[src/rtl/exc_pkg.sv]
// ---------------------------------------------------------------------------
// Package: exc_pkg
// Purpose: shared definitions for the trap sequencer. The core and the debug
//          wrapper use the cause codes too, for cause display.
// Contents:
//   CAUSE_*      3-bit trap cause codes (0 = no trap)
//   S_*          2-bit FSM state encoding of exception_controller
//   exc_flags_t  packed bundle of the core's fault flags
//   prio_cause   fixed-priority encoder from flags to a cause code
// ---------------------------------------------------------------------------
package exc_pkg;

  localparam logic [2:0] CAUSE_NONE   = 3'd0;
  localparam logic [2:0] CAUSE_INV    = 3'd1;
  localparam logic [2:0] CAUSE_RDERR  = 3'd2;
  localparam logic [2:0] CAUSE_WRERR  = 3'd3;
  localparam logic [2:0] CAUSE_OOB    = 3'd4;
  localparam logic [2:0] CAUSE_BRFAIL = 3'd5;
  localparam logic [2:0] CAUSE_IRQ    = 3'd6;

  localparam logic [1:0] S_RUN     = 2'd0;
  localparam logic [1:0] S_TRAP    = 2'd1;
  localparam logic [1:0] S_HANDLER = 2'd2;
  localparam logic [1:0] S_HALT    = 2'd3;

  typedef struct packed {
    logic invalid;
    logic readerror;
    logic writeerror;
    logic outofbound;
    logic branchFail;
  } exc_flags_t;

  // Lower cause code wins; the interrupt is not handled here because it
  // also depends on the FSM state and the pending latch.
  function automatic logic [2:0] prio_cause(input exc_flags_t f);
    logic [2:0] c;
    c = CAUSE_NONE;
    if (f.invalid)         c = CAUSE_INV;
    else if (f.readerror)  c = CAUSE_RDERR;
    else if (f.writeerror) c = CAUSE_WRERR;
    else if (f.outofbound) c = CAUSE_OOB;
    else if (f.branchFail) c = CAUSE_BRFAIL;
    return c;
  endfunction

endpackage

[src/rtl/sync_edge_detect.sv]
// ---------------------------------------------------------------------------
// Module: sync_edge_detect
// Purpose: brings an asynchronous level into the clk domain through a chain
//          of SYNC_STAGES flops and emits a one-cycle pulse on each rising
//          edge of the synchronised level.
// Ports:
//   clk      in  core clock, rising edge
//   reset    in  synchronous, active-low; clears the whole chain
//   async_i  in  asynchronous level input
//   rise_o   out one-cycle pulse per rising edge of async_i
// ---------------------------------------------------------------------------
module sync_edge_detect #(
  parameter int SYNC_STAGES = 2
) (
  input  logic clk,
  input  logic reset,
  input  logic async_i,
  output logic rise_o
);

  logic [SYNC_STAGES-1:0] sync_q;
  logic                   prev_q;

  // Shift the raw input through the synchroniser chain and keep one extra
  // flop of history on the synchronised output for the edge compare.
  always_ff @(posedge clk) begin
    if (!reset) begin
      sync_q <= '0;
      prev_q <= 1'b0;
    end else begin
      sync_q[0] <= async_i;
      for (int i = 1; i < SYNC_STAGES; i++) begin
        sync_q[i] <= sync_q[i-1];
      end
      prev_q <= sync_q[SYNC_STAGES-1];
    end
  end

  // Pulse when the synchronised level is high but was low a cycle ago.
  assign rise_o = sync_q[SYNC_STAGES-1] & ~prev_q;

endmodule

[src/rtl/exception_controller.sv]
// ---------------------------------------------------------------------------
// Module: exception_controller
// Purpose: trap sequencer for the single-cycle core. Prioritises the fault
//          flags and the VIO override interrupt, latches cause and EPC,
//          stalls the core, redirects it to a per-cause handler vector,
//          returns on eret and halts on a fault inside a handler.
// Ports:
//   clk, reset        core clock; synchronous active-low reset
//   invalid .. branch_fail  fault flags, level, valid in the current cycle
//   override          asynchronous interrupt request, rising edge = request
//   pcactual          PC of the instruction in the current cycle
//   eret              return-from-handler strobe
//   stall             freeze core PC and register-file writes
//   pc_redirect       core loads redirect_pc this cycle
//   redirect_pc       redirect target, zero when pc_redirect is low
//   cause / epc       latched trap cause and trapping PC
//   in_handler        handler running, interrupts masked
//   halted            double fault, sticky until reset
//   irq_ack           one-cycle pulse when the interrupt is taken
//   trap_count        saturating count of traps taken
// ---------------------------------------------------------------------------
module exception_controller
  import exc_pkg::*;
#(
  parameter int                ADDR_W       = 32,
  parameter logic [ADDR_W-1:0] HANDLER_BASE = 'h0000_0100,
  parameter int                CNT_W        = 8,
  parameter int                SYNC_STAGES  = 2
) (
  input  logic              clk,
  input  logic              reset,
  input  logic              invalid,
  input  logic              readerror,
  input  logic              writeerror,
  input  logic              outofboundaccess,
  input  logic              branch_fail,
  input  logic              override,
  input  logic [ADDR_W-1:0] pcactual,
  input  logic              eret,
  output logic              stall,
  output logic              pc_redirect,
  output logic [ADDR_W-1:0] redirect_pc,
  output logic [2:0]        cause,
  output logic [ADDR_W-1:0] epc,
  output logic              in_handler,
  output logic              halted,
  output logic              irq_ack,
  output logic [CNT_W-1:0]  trap_count
);

  logic [1:0]        state_q, state_d;
  logic [2:0]        cause_q, cause_d;
  logic [ADDR_W-1:0] epc_q, epc_d;
  logic              stall_q, stall_d;
  logic              in_handler_q, in_handler_d;
  logic              halted_q, halted_d;
  logic              irq_ack_q, irq_ack_d;
  logic              irq_pend_q, irq_pend_d;
  logic [CNT_W-1:0]  trap_count_q, trap_count_d;

  logic              irqEdge;
  exc_flags_t        flags;
  logic              anyFlag;
  logic [2:0]        flagCause;

  sync_edge_detect #(
    .SYNC_STAGES(SYNC_STAGES)
  ) u_override_sync (
    .clk    (clk),
    .reset  (reset),
    .async_i(override),
    .rise_o (irqEdge)
  );

  assign flags     = {invalid, readerror, writeerror, outofboundaccess, branch_fail};
  assign anyFlag   = |flags;
  assign flagCause = prio_cause(flags);

  // Next-state logic. A fault flag always beats a pending interrupt in RUN;
  // the interrupt stays pending until it is actually taken, and new edges
  // while it is pending simply merge into the same request.
  always_comb begin
    state_d      = state_q;
    cause_d      = cause_q;
    epc_d        = epc_q;
    stall_d      = stall_q;
    in_handler_d = in_handler_q;
    halted_d     = halted_q;
    irq_ack_d    = 1'b0;
    irq_pend_d   = irq_pend_q | irqEdge;
    trap_count_d = trap_count_q;

    case (state_q)
      S_RUN: begin
        if (anyFlag || irq_pend_q) begin
          if (anyFlag) begin
            cause_d = flagCause;
          end else begin
            cause_d    = CAUSE_IRQ;
            irq_ack_d  = 1'b1;
            irq_pend_d = irqEdge;
          end
          epc_d   = pcactual;
          stall_d = 1'b1;
          state_d = S_TRAP;
          if (trap_count_q != {CNT_W{1'b1}}) begin
            trap_count_d = trap_count_q + 1'b1;
          end
        end
      end
      S_TRAP: begin
        stall_d      = 1'b0;
        in_handler_d = 1'b1;
        state_d      = S_HANDLER;
      end
      S_HANDLER: begin
        // A fault inside the handler is fatal even if eret arrives with it.
        if (anyFlag) begin
          stall_d      = 1'b1;
          halted_d     = 1'b1;
          in_handler_d = 1'b0;
          state_d      = S_HALT;
        end else if (eret) begin
          in_handler_d = 1'b0;
          cause_d      = CAUSE_NONE;
          state_d      = S_RUN;
        end
      end
      S_HALT: begin
        irq_pend_d = irq_pend_q;
      end
      default: begin
        state_d = S_RUN;
      end
    endcase
  end

  // Redirect decode. The handler vector is presented during TRAP; the return
  // target is presented in the eret cycle so the core loads it on the same
  // edge that moves the FSM back to RUN. Interrupts resume at the interrupted
  // instruction, faults skip past the faulting one.
  always_comb begin
    pc_redirect = 1'b0;
    redirect_pc = '0;
    if (state_q == S_TRAP) begin
      pc_redirect = 1'b1;
      redirect_pc = HANDLER_BASE + ADDR_W'({cause_q, 2'b00});
    end else if (state_q == S_HANDLER && eret && !anyFlag) begin
      pc_redirect = 1'b1;
      redirect_pc = (cause_q == CAUSE_IRQ) ? epc_q : epc_q + ADDR_W'(4);
    end
  end

  // State and output registers. Reset wins over every state, HALT included.
  always_ff @(posedge clk) begin
    if (!reset) begin
      state_q      <= S_RUN;
      cause_q      <= CAUSE_NONE;
      epc_q        <= '0;
      stall_q      <= 1'b0;
      in_handler_q <= 1'b0;
      halted_q     <= 1'b0;
      irq_ack_q    <= 1'b0;
      irq_pend_q   <= 1'b0;
      trap_count_q <= '0;
    end else begin
      state_q      <= state_d;
      cause_q      <= cause_d;
      epc_q        <= epc_d;
      stall_q      <= stall_d;
      in_handler_q <= in_handler_d;
      halted_q     <= halted_d;
      irq_ack_q    <= irq_ack_d;
      irq_pend_q   <= irq_pend_d;
      trap_count_q <= trap_count_d;
    end
  end

  assign stall      = stall_q;
  assign cause      = cause_q;
  assign epc        = epc_q;
  assign in_handler = in_handler_q;
  assign halted     = halted_q;
  assign irq_ack    = irq_ack_q;
  assign trap_count = trap_count_q;

endmodule
[config.mk]
export PLATFORM = sky130hd
export DESIGN_NAME = exception_controller
export DESIGN_NICKNAME = d
export VERILOG_FILES = /design/src/rtl/exc_pkg.sv /design/src/rtl/sync_edge_detect.sv /design/src/rtl/exception_controller.sv
export SDC_FILE = /design/constraint.sdc
export NUM_CORES = 1
export LEC_CHECK = 0
export BUFFER_PORTS_ARGS = -buffer_cell sky130_fd_sc_hd__buf_2
export CAP_MARGIN = 20
export CORE_MARGIN = 10
export CORE_UTILIZATION = 53
export CTS_CLUSTER_SIZE = 16
export DETAILED_ROUTE_END_ITERATION = 6
export PLACE_DENSITY = 0.85
export SYNTH_ARGS = -nofsm -noshare
export SYNTH_HDL_FRONTEND = slang
export SYNTH_HIERARCHICAL = 1
export SYNTH_SLANG_ARGS = --single-unit
[constraint.sdc]
create_clock -name clk -period 3.78 [get_ports clk]
set_input_delay 0 -clock clk [delete_from_list [all_inputs] [get_ports clk]]
set_output_delay 0 -clock clk [all_outputs]
set_load 0.005 [all_outputs]
After elaboration in Yosys (flattened, before gate mapping)

Cells that the tools add are included.
W data, S select, Z words.

Add/subtract/negate cells: 3
Equal/unequal tests: 10
Muxes and demuxes: 29
Bitwise logic cells: 3
Reduce and logical (&&, ||, !) cells: 17

Operators with widths:

| kind                    | number |
|---|---|
| $mux W32                | 3 |
| $add A32 B3 Y32 const B | 1 |
| $mux W3                 | 9 |
| $reduce_and A3 Y1       | 4 |
| $add A9 B5 Y10 const A  | 1 |
| $mux W1                 | 9 |
| $add A8 B1 Y8 const B   | 1 |
| $ne A2 B2 Y1 const B    | 4 |
| $ne A8 B8 Y1 const B    | 1 |
| $mux W2                 | 3 |
| $pmux W2 S3             | 1 |
| $pmux W3 S2             | 1 |
| $reduce_and A2 Y1       | 3 |
| $reduce_or A5 Y1        | 1 |
| $eq A2 B2 Y1 const B    | 2 |
| $pmux W1 S2             | 2 |
| $reduce_and A4 Y1       | 1 |
| $reduce_bool A2 Y1      | 2 |
| $eq A3 B3 Y1 const B    | 1 |
| $ne A3 B3 Y1 const B    | 1 |
| $pmux W1 S3             | 1 |
| $reduce_bool A3 Y1      | 1 |
| $eq A2 B1 Y1 const B    | 1 |
| $logic_and A1 B1 Y1     | 2 |
| other kinds (6)         | 6 |

Bits in registers: 53
Output and inout bits: 80
Logic and storage cells: 73

Logic depth before layout (Yosys ltp)

Gate-level depths: netlist of run 1.

Depth in word-level cells: 8
Mapped depth: 8
Gate-level depth less buffers: 6

Modules after synthesis

Netlist of run 1, hierarchy kept.

By module, submodules not included:

| module               | times used | cells each | area an instance (um^2) | sequential area each (um^2) |
|---|---|---|---|---|
| exception_controller | 1          | 402        | 2,940.3                 | 1,001.0 |
| sync_edge_detect     | 1          | 7          | 92.6                    | 60.1 |

Worst setup path before layout of run 1

Ideal clock, no wire load.

Path type: register -> output
From: register epc_q[2], in the netlist epc[2]
To: output port redirect_pc[28]
Arrival: 1,905 ps
Setup slack: 1,875 ps
Cell stages (with the launch flop): 7
Path through: dfxtp_1 -> ha_1 -> nand2_1 -> or4_1 -> clkbuf_1 -> or4_1 -> a21oi_1

Word-level cells in the longest chain between the ends: 4

Ends and longest elaborated chain:

| element                  | line                        | RTL |
|---|---|---|
| start: declaration       | exception_controller.sv:53  | `logic [ADDR_W-1:0] epc_q, epc_d;` |
| start signal: assignment | exception_controller.sv:169 | `epc_q <= epc_d;` |
| $add A32 B3 Y32          | exception_controller.sv:150 | `redirect_pc = (cause_q == CAUSE_IRQ) ? epc_q : epc_q + ADDR_W'(4);` |
| $mux W32                 | exception_controller.sv:150 |  |
| $mux W32                 | exception_controller.sv:148 | `end else if (state_q == S_HANDLER && eret && !anyFlag) begin` |
| $mux W32                 | exception_controller.sv:145 | `if (state_q == S_TRAP) begin` |
| end: declaration         | exception_controller.sv:42  | `output logic [ADDR_W-1:0] redirect_pc,` |

Every way passes these cells.

Worst setup path after layout of run 1

From: register epc_q[11], in the netlist epc[11]
To: output port redirect_pc[30]

The elaborated chain is that of the path after synthesis.

==> results of run 1 <==
-- how the worst max path moves through the flow --
stage,start,to,slack (ps),depth (start not counted)
final,epc[11],redirect_pc[30],1080,5
after CTS,epc[11],redirect_pc[29],1120,5
after floorplan,epc[2],redirect_pc[28],1870,6
after global placement,epc[11],redirect_pc[30],1580,5
after detailed placement,epc[11],redirect_pc[29],1480,5
after global routing,epc[11],redirect_pc[29],940,5
-- per-layer routing --
layer | vias up | track usage (%)
li1 | 1739 | -
met2 | 148 | 37.02
met3 | 20 | 7.463
met5 | - | 0
met1 | 1652 | 25.10
met4 | 0 | 7.862
-- through the flow --
| stage | hold WS (ps) | total power [mW] | instances | setup slack (ps) | utilization [%] |
|---|---|---|---|---|---|
| floorplan | 121.7 | 1.036 | 409 | 1875 | - |
| detailed placement | 215.6 | 1.242 | 576 | 1480 | 65.65 |
| CTS | 36.11 | 1.677 | 617 | 1121 | 73.78 |
| finish | 38.77 | 1.672 | 617 | 1076 | 73.78 |
| global placement | 211.4 | 1.221 | 576 | 1584 | 65.65 |
| global route | 47.17 | 1.777 | 617 | 941.4 | 73.78 |
-- worst max-delay path, stage by stage (launching register included) --
cell and delay (ps):
dfxtp_1 500, nand4_2 150, or4_1 810, or4_1 600, a21oi_1 170, buf_2 170
-- flip-flops by register name, summed over array words and instances, names as in the netlist --
| signal | cells |
|---|---|
| trap_count | 8 |
| halted | 1 |
| state_q | 2 |
| in_handler | 1 |
| irq_ack | 1 |
| u_override_sync/sync_q | 2 |
| irq_pend_q | 1 |
| cause | 3 |
| u_override_sync/prev_q | 1 |
| epc | 32 |
| stall | 1 |
-- timing repair --
item,4_1_cts,5_1_grt
hold endpoints to repair,33,0
resized for setup,0,0
hold buffers,33,0
-- cell type report --
type	count	area (um^2)	area share (%)
multi-input cells	318	1829	44.75
inverters	11	41.29	1.010
clock inverters	2	37.54	0.9183
well taps	72	90.09	2.204
repair buffers	155	945.9	23.14
clock buffers	6	82.58	2.020
flip-flops and latches	53	1061	25.96
-- logic make-up (layout without fill, tap and decap cells) --
group,after synthesis,in the layout
and+or+nand+nor,187,187
AOI/OAI and AO/OA,110,110
DFF,53,53
buffers and inverters,38,174
xor gates and xnor gates,10,10
adders and majority gates,7,7
muxes,4,4
-- cell usage after synthesis (3+ instances only) --
cell type | instances | area [um^2]
o21ai_0 | 10 | 50.05
or3_1 | 11 | 68.82
nand3_1 | 14 | 70.07
mux2i_1 | 4 | 40.04
inv_1 | 10 | 37.54
nand2b_1 | 3 | 18.77
o31ai_1 | 17 | 127.6
nor3_1 | 4 | 20.02
o211ai_1 | 3 | 22.52
o21ai_1 | 6 | 30.03
xor2_1 | 9 | 78.83
and4_1 | 4 | 35.03
and3_1 | 6 | 37.54
clkbuf_1 | 20 | 75.07
buf_2 | 5 | 25.02
a21oi_1 | 62 | 310.3
nand4_1 | 11 | 68.82
nand2_1 | 82 | 307.8
dfxtp_1 | 53 | 1061
and2_1 | 7 | 43.79
or4_1 | 17 | 127.6
ha_1 | 7 | 87.58
nor2_1 | 17 | 63.81
-- power by group --
part / total, mW / leakage [nW] / switching, mW / internal (mW)
clock network: 0.408 / 0.0574 / 0.192 / 0.216
logic: 0.511 / 1.29 / 0.292 / 0.219
registers: 0.752 / 0.436 / 0.113 / 0.640
==> qor.yml, run 1 <==
outcome:
  status: "complete, no violations"
worst_hold_path:
  whs_endpoint: "cause[1]"
  hp-start: "reset"
  whs_path_depth: 3
  hold_path_class: "in2reg"
grt:
  grt_usage_pct: 21.90
  grt_first_pass_wirelength_mm: 16.37
  grt_pass1_vias: 3402
  antenna_found_initial: 0
  grt_max_degree: 47
  gr-total-overflow: 0
sta:
  fmax_mhz: 369.8
  slew_violations: 0
  clock-skew-final_ps: 11.21
  hold_violations: 0
  final-setup-viol-count: 0
  slew_headroom_pct: 31.95
  rsz0062_at_grt: "no"
  min_period_over_period_pct: 71.55
  fin_setup_tns_ps: 0
  finalCriticalPeriod_ps: 2705
  worst_slew_pin_slew_ps: 1021
floorplanning:
  fp.dieH_um: 95.65
  start_util_pct: 54.74
  num_rows: 27
  core_area_um2: 5540
  io_pins: 121
  die_w_um: 95.65
  die-area_um2: 9148
pwr:
  power_density_nw_per_um2: 409.0
  p_leak_nw: 1.779
  ir_drop_mv: 0.2679
yosys:
  syn_nets: 457
  synth-edff-count: 0
  avgSynthCellArea_um2: 7.415
  synth_ff_type: "dfxtp_1"
  synth_fa_ha_area_share_pct: 2.888
  syn_area_um2: 3033
  synthXorXnorAreaFrac_pct: 2.888
  yosysSeqAreaShare_pct: 34.98
  synthSimpleGateAreaFrac_pct: 31.44
  async_flop_share_pct: 0
  synth_top_family_by_area: "simple AND/OR/NAND/NOR gates"
  synth_compound_area_share_pct: 21.33
  ys_ff_latch: 53
  synth_cell_types: 47
  synth_warnings: 6
  synthMuxAreaShare_pct: 1.320
  synthCells: 409
detailed_routing:
  vias: 3559
  wl_met3_um: 988
  viasPerCell: 5.768
  drtAntennaViolNets: 0
  wl_met2_mm: 4.899
  wirelength_mm: 10.19
  top_layer: "met4"
  wl_met1_mm: 4.067
  first_pass_iters: 5
  drtIter0Drc: 193
  wl_per_cell_um: 16.51
  remaining_drc_errors: 0
critical_path:
  endpoint_kind: "output pin"
  cp-start-kind: "flop"
  r2r-end: "trap_count[6]"
  arrival_ps: 2700
  crit_fanout: 18
  ff2ff_path_depth: 6
  r2r-start: "state_q[1]"
  setup.worst_path.class: "reg2out"
  worstPathRequired_ps: 3780
  r2r_slack_ps: 1750
clock_network:
  cts.sinks: 53
  cts_buffers: 5
  clockRootBuffer: "clkbuf_8"
  clockBufferDepth: 2
  h-tree-depth: 2
  clk_pin_slew_ps: 100
  clkLatencyLatePin_ps: 310
  post_cts_buffers: 0
  tritoncts: "built"
cells_and_area:
  fillers: 450
  post-route-cell-area_um2: 4088
  most-common-layout-cells: "buf_2 (120), nand2_1 (82), a21oi_1 (62)"
  antennaDiodeCount: 0
  nets: 592
  drive_above_1_share_pct: 24.95
  final_common_cell: "buf_2"
  areaGrowthSynthToFinish_pct: 34.78
placement:
  place.gp.congestion: 0.8384
  placed_area_um2: 3637
  numPortBuffers: 120
  post-dp-hpwl_mm: 7.092
run:
  drv_cap: 0
(Power assumes the default switching activity.)
==> run 2, diff against run 1 <==
--- a/config.mk
+++ b/config.mk
@@ -8,10 +8,10 @@
 export BUFFER_PORTS_ARGS = -buffer_cell sky130_fd_sc_hd__buf_2
 export CAP_MARGIN = 20
 export CORE_MARGIN = 10
-export CORE_UTILIZATION = 53
+export CORE_UTILIZATION = 49
 export CTS_CLUSTER_SIZE = 16
 export DETAILED_ROUTE_END_ITERATION = 6
-export PLACE_DENSITY = 0.85
+export PLACE_DENSITY = 0.8
 export SYNTH_ARGS = -nofsm -noshare
 export SYNTH_HDL_FRONTEND = slang
 export SYNTH_HIERARCHICAL = 1
==> constraint.sdc (replaced) <==
create_clock -name clk -period 2.79 [get_ports clk]
set_input_delay 0 -clock clk [delete_from_list [all_inputs] [get_ports clk]]
set_output_delay 0 -clock clk [all_outputs]
set_load 0.005 [all_outputs]
==> qor.yml, run 2 (synthesized netlist as in run 1, its figures left out) <==
outcome:
  status: "complete, no violations"
clock_network:
  clk_pin_slew_ps: 100
  h-tree-depth: 2
  tritoncts: "built"
  clkLatencyLatePin_ps: 310
  cts_buffers: 5
  clockRootBuffer: "clkbuf_8"
  clockBufferDepth: 2
  cts.sinks: 53
critical_path:
  crit_start: "epc[2]"
  r2r-start: "state_q[0]"
  arrival_ps: 2540
  setup.worst_path.class: "reg2out"
  worstPathRequired_ps: 2790
  cp-start-kind: "flop"
  crit_fanout: 8
  endpoint_kind: "output pin"
detailed_routing:
  drtIter0Drc: 130
  first_pass_iters: 4
  wl_per_cell_um: 15.88
  vias: 3448
  drtAntennaViolNets: 0
  remaining_drc_errors: 0
  viasPerCell: 5.552
  wirelength_mm: 9.859
pwr:
  ir_drop_mv: 0.2984
  power_density_nw_per_um2: 550.5
  p_leak_nw: 1.785
placement:
  placed_area_um2: 3649
  place.gp.congestion: 0.8542
  post-dp-hpwl_mm: 6.862
  numPortBuffers: 120
sta:
  final-setup-viol-count: 0
  finalCriticalPeriod_ps: 2540
  worst_slew_pin_slew_ps: 1023
  fmax_mhz: 393.6
  fin_setup_tns_ps: 0
  rsz0062_at_grt: "no"
  min_period_over_period_pct: 91.06
  holdWs_ps: 49.76
  slew_headroom_pct: 31.83
  slew_violations: 0
  clock-skew-final_ps: 4.984
  hold_violations: 0
floorplanning:
  num_rows: 28
  die-area_um2: 9737
  fp.dieH_um: 98.68
  start_util_pct: 50.92
  io_pins: 121
  die_w_um: 98.68
  core_area_um2: 5956
cells_and_area:
  final_common_cell: "buf_2"
  antennaDiodeCount: 0
  post-route-cell-area_um2: 4103
  most-common-layout-cells: "buf_2 (120), nand2_1 (82), a21oi_1 (62)"
  areaGrowthSynthToFinish_pct: 35.27
  largest_register_ffs: 32
  fillers: 506
  drive_above_1_share_pct: 25.27
  nets: 593
run:
  drv_cap: 0
grt:
  grt_first_pass_wirelength_mm: 16.04
  grt_pass1_vias: 3310
  gr-total-overflow: 0
  grt_usage_pct: 19.02
  grt_max_degree: 47
  antenna_found_initial: 0
worst_hold_path:
  hold_path_class: "in2reg"
  hp-start: "reset"
[run 2: area by class of cell]
type,instances,area [um^2],area share (%)
clock buffer,6,82.58,2.013
timing repair buffer,156,953.4,23.24
tap,75,93.84,2.287
clock inverter,2,37.54,0.9149
sequential,53,1061,25.86
multi-input combinational,318,1833,44.68
inverter,11,41.29,1.006
[run 2: per-stage QoR]
stage               setup slack [ps]  cells  utilization [%]  power (mW)
detailed placement             519.5    580            61.26       1.678
global placement               577.5    580            61.26       1.657
floorplan                      884.8    409                -       1.404
finish                         249.5    621            68.89       2.259
global route                   95.14    621            68.89       2.401
CTS                            176.6    621            68.82       2.262
[run 2: report_power, final]
group          leakage [nW]  internal, mW  total [mW]  switching, mW
Combinational          1.29         0.298       0.685          0.387
Clock                0.0574         0.292       0.557          0.264
Sequential            0.436         0.867        1.02          0.150
Total                  1.78          1.46        2.26          0.801
[run 2: final timing paths]
check	to	slack [ps]	cells after the start
max	redirect_pc[30]	250	6
min	trap_count[1]	50	3
max reg2reg	epc[16]	700	6
min reg2reg	u_override_sync/sync_q[1]	470	1
[run 2: routing by layer]
metal / vias to the layer above / wire, um / track usage (%)
li1: 1738 / - / -
met1: 1570 / 4115 / 22.02
met2: 124 / 4722 / 32.07
met3: 16 / 836 / 6.494
met4: 0 / 185 / 6.284
met5: - / 0 / 0
[run 2: worst max-delay path: stages, from the launching register on]
cell     delay (ps)
dfxtp_1         450
ha_1            330
nand2_1          70
or4_1           560
or4_1           510
a21oi_1         160
buf_2           150
[run 2: timing repair]
item,in CTS,in global routing
endpoints found under the hold margin,33,0
setup endpoints to repair,0,2
buffers inserted,0,0
hold buffers,33,0
gates resized for setup,0,1
==> run 3, diff against run 2 <==
--- a/config.mk
+++ b/config.mk
@@ -11,7 +11,9 @@
 export CORE_UTILIZATION = 49
 export CTS_CLUSTER_SIZE = 16
 export DETAILED_ROUTE_END_ITERATION = 6
+export MAX_ROUTING_LAYER = met4
 export PLACE_DENSITY = 0.8
+export SLEW_MARGIN = 20
 export SYNTH_ARGS = -nofsm -noshare
 export SYNTH_HDL_FRONTEND = slang
 export SYNTH_HIERARCHICAL = 1
==> qor.yml, run 3 (synthesized netlist as in run 1, its figures left out) <==
detailed_routing:
  viasPerCell: 5.523
  vias: 3430
  drtAntennaViolNets: 0
  drtIter0Drc: 117
  remaining_drc_errors: 0
  wl_per_cell_um: 15.90
  first_pass_iters: 4
  wirelength_mm: 9.873
grt:
  grt_first_pass_wirelength_mm: 16.00
  gr-total-overflow: 0
  antenna_found_initial: 0
  grt_max_degree: 47
  grt_pass1_vias: 3318
  grt_usage_pct: 19.57
critical_path:
  crit_chain: "inv_1 -> ha_1 -> nand4_1 -> or2_1 -> o21ai_1 -> buf_2"
  r2r-end: "epc[16]"
  cp_slowest_cell: "or2_1"
  crit_fanout: 29
  cp-start-kind: "flop"
  r2r_slack_ps: 700
  r2r-start: "state_q[0]"
  endpoint_kind: "output pin"
  ff2ff_path_depth: 6
  crit_start: "state_q[0]"
  arrival_ps: 2530
  setup.worst_path.end: "redirect_pc[3]"
  slowest_delay_ps: 820
  worstPathRequired_ps: 2790
  setup.worst_path.class: "reg2out"
sta:
  holdWs_ps: 51.32
  rsz0062_at_grt: "no"
  slew_headroom_pct: 31.09
  slew_violations: 0
  worst_slew_pin_slew_ps: 1034
  fin_setup_tns_ps: 0
  min_period_over_period_pct: 90.54
  clock-skew-final_ps: 2.962
  finalCriticalPeriod_ps: 2526
  final-setup-viol-count: 0
  fmax_mhz: 395.9
  hold_violations: 0
cells_and_area:
  fillers: 506
  most-common-layout-cells: "buf_2 (120), nand2_1 (82), a21oi_1 (62)"
  post-route-cell-area_um2: 4103
  nets: 593
  antennaDiodeCount: 0
  largest_register_ffs: 32
  drive_above_1_share_pct: 25.27
  areaGrowthSynthToFinish_pct: 35.27
  final_common_cell: "buf_2"
placement:
  place.gp.congestion: 0.8677
  placed_area_um2: 3649
  numPortBuffers: 120
  post-dp-hpwl_mm: 6.862
worst_hold_path:
  hold_path_class: "in2reg"
  whs_path_depth: 3
clock_network:
  clockBufferDepth: 2
  clockRootBuffer: "clkbuf_8"
  h-tree-depth: 2
  tritoncts: "built"
  clk_pin_slew_ps: 100
  cts.sinks: 53
  cts_buffers: 5
  clkLatencyLatePin_ps: 300
pwr:
  power_density_nw_per_um2: 549.5
  p_seq_share_pct: 45.1
  ir_drop_mv: 0.2949
  p_int_mw: 1.457
  clockPowerShare_pct: 24.5
  switching_share_pct: 35.37
  combPwrFrac_pct: 30.4
  p_switching_mw: 0.7975
  p_leak_nw: 1.785
floorplanning:
  start_util_pct: 50.92
  core_area_um2: 5956
  num_rows: 28
  io_pins: 121
  die_w_um: 98.68
  die-area_um2: 9737
  fp.dieH_um: 98.68
outcome:
  status: "complete, no violations"
run:
  drv_cap: 0
[run 3: cell counts in the layout (fill, tap and decap cells not counted)]
No cell type changed its count.
[run 3: worst min path at each step]
stage | endpoint | startpoint | slack [ps]
4_1_cts | cause[2] | reset | 40
3_5_place_dp | u_override_sync/sync_q[0] | override | 210
6_report | trap_count[1] | reset | 50
2_1_floorplan | u_override_sync/sync_q[0] | reset | 120
5_1_grt | trap_count[1] | reset | 40
3_3_place_gp | u_override_sync/sync_q[0] | override | 210
[run 3: worst max-delay path, delay by kind of cell, from the launching register on]
family	cells	cell delay (ps)
adder cells (fa/ha/maj)	1	300
AND/OR/NAND/NOR	2	1010
AO/OA/AOI/OAI	1	200
flip-flops	1	430
buffers and inverters	2	280
[run 3: layer usage]
| layer | global-route usage [%] | vias up | wire length, um |
|---|---|---|---|
| met5 | - | - | 0 |
| met4 | 6.284 | 0 | 176 |
| met3 | 4.190 | 14 | 604 |
| met2 | 32.07 | 120 | 4774 |
| met1 | 23.38 | 1556 | 4318 |
| li1 | - | 1740 | - |
[run 3: area by class of cell]
cell class                      instances  area [um^2]  share of cell area (%)
Multi-Input combinational cell        318         1833                   44.68
Sequential cell                        53         1061                   25.86
Timing Repair Buffer                  156        953.4                   23.24
Tap cell                               75        93.84                   2.287
Clock buffer                            6        82.58                   2.013
Inverter                               11        41.29                   1.006
Clock inverter                          2        37.54                  0.9149
[run 3: through the flow]
step                      setup WS [ps]  utilization [%]  std cells  total power [mW]
after floorplan                   884.8                -        409             1.404
after global placement            577.5            61.26        580             1.657
after detailed placement          519.5            61.26        580             1.678
after CTS                         176.6            68.82        621             2.262
after global routing              95.13            68.89        621             2.400
final                             263.8            68.89        621             2.255
[run 3: repair_timing]
item | 4_1_cts | 5_1_grt
endpoints found under the setup margin | 0 | 2
endpoints found under the hold margin | 33 | 0
setup buffers | 0 | 0
gates resized for setup | 0 | 1
hold buffers | 33 | 0
[run 3: power groups by stage]
| stage | registers [mW] | logic, mW | clock network, mW |
|---|---|---|---|
| floorplan | 1.01 | 0.393 | 0 |
| global placement | 1.02 | 0.637 | 0 |
| detailed placement | 1.03 | 0.648 | 0 |
| CTS | 1.01 | 0.684 | 0.566 |
| global route | 1.04 | 0.769 | 0.592 |
| finish | 1.02 | 0.685 | 0.553 |
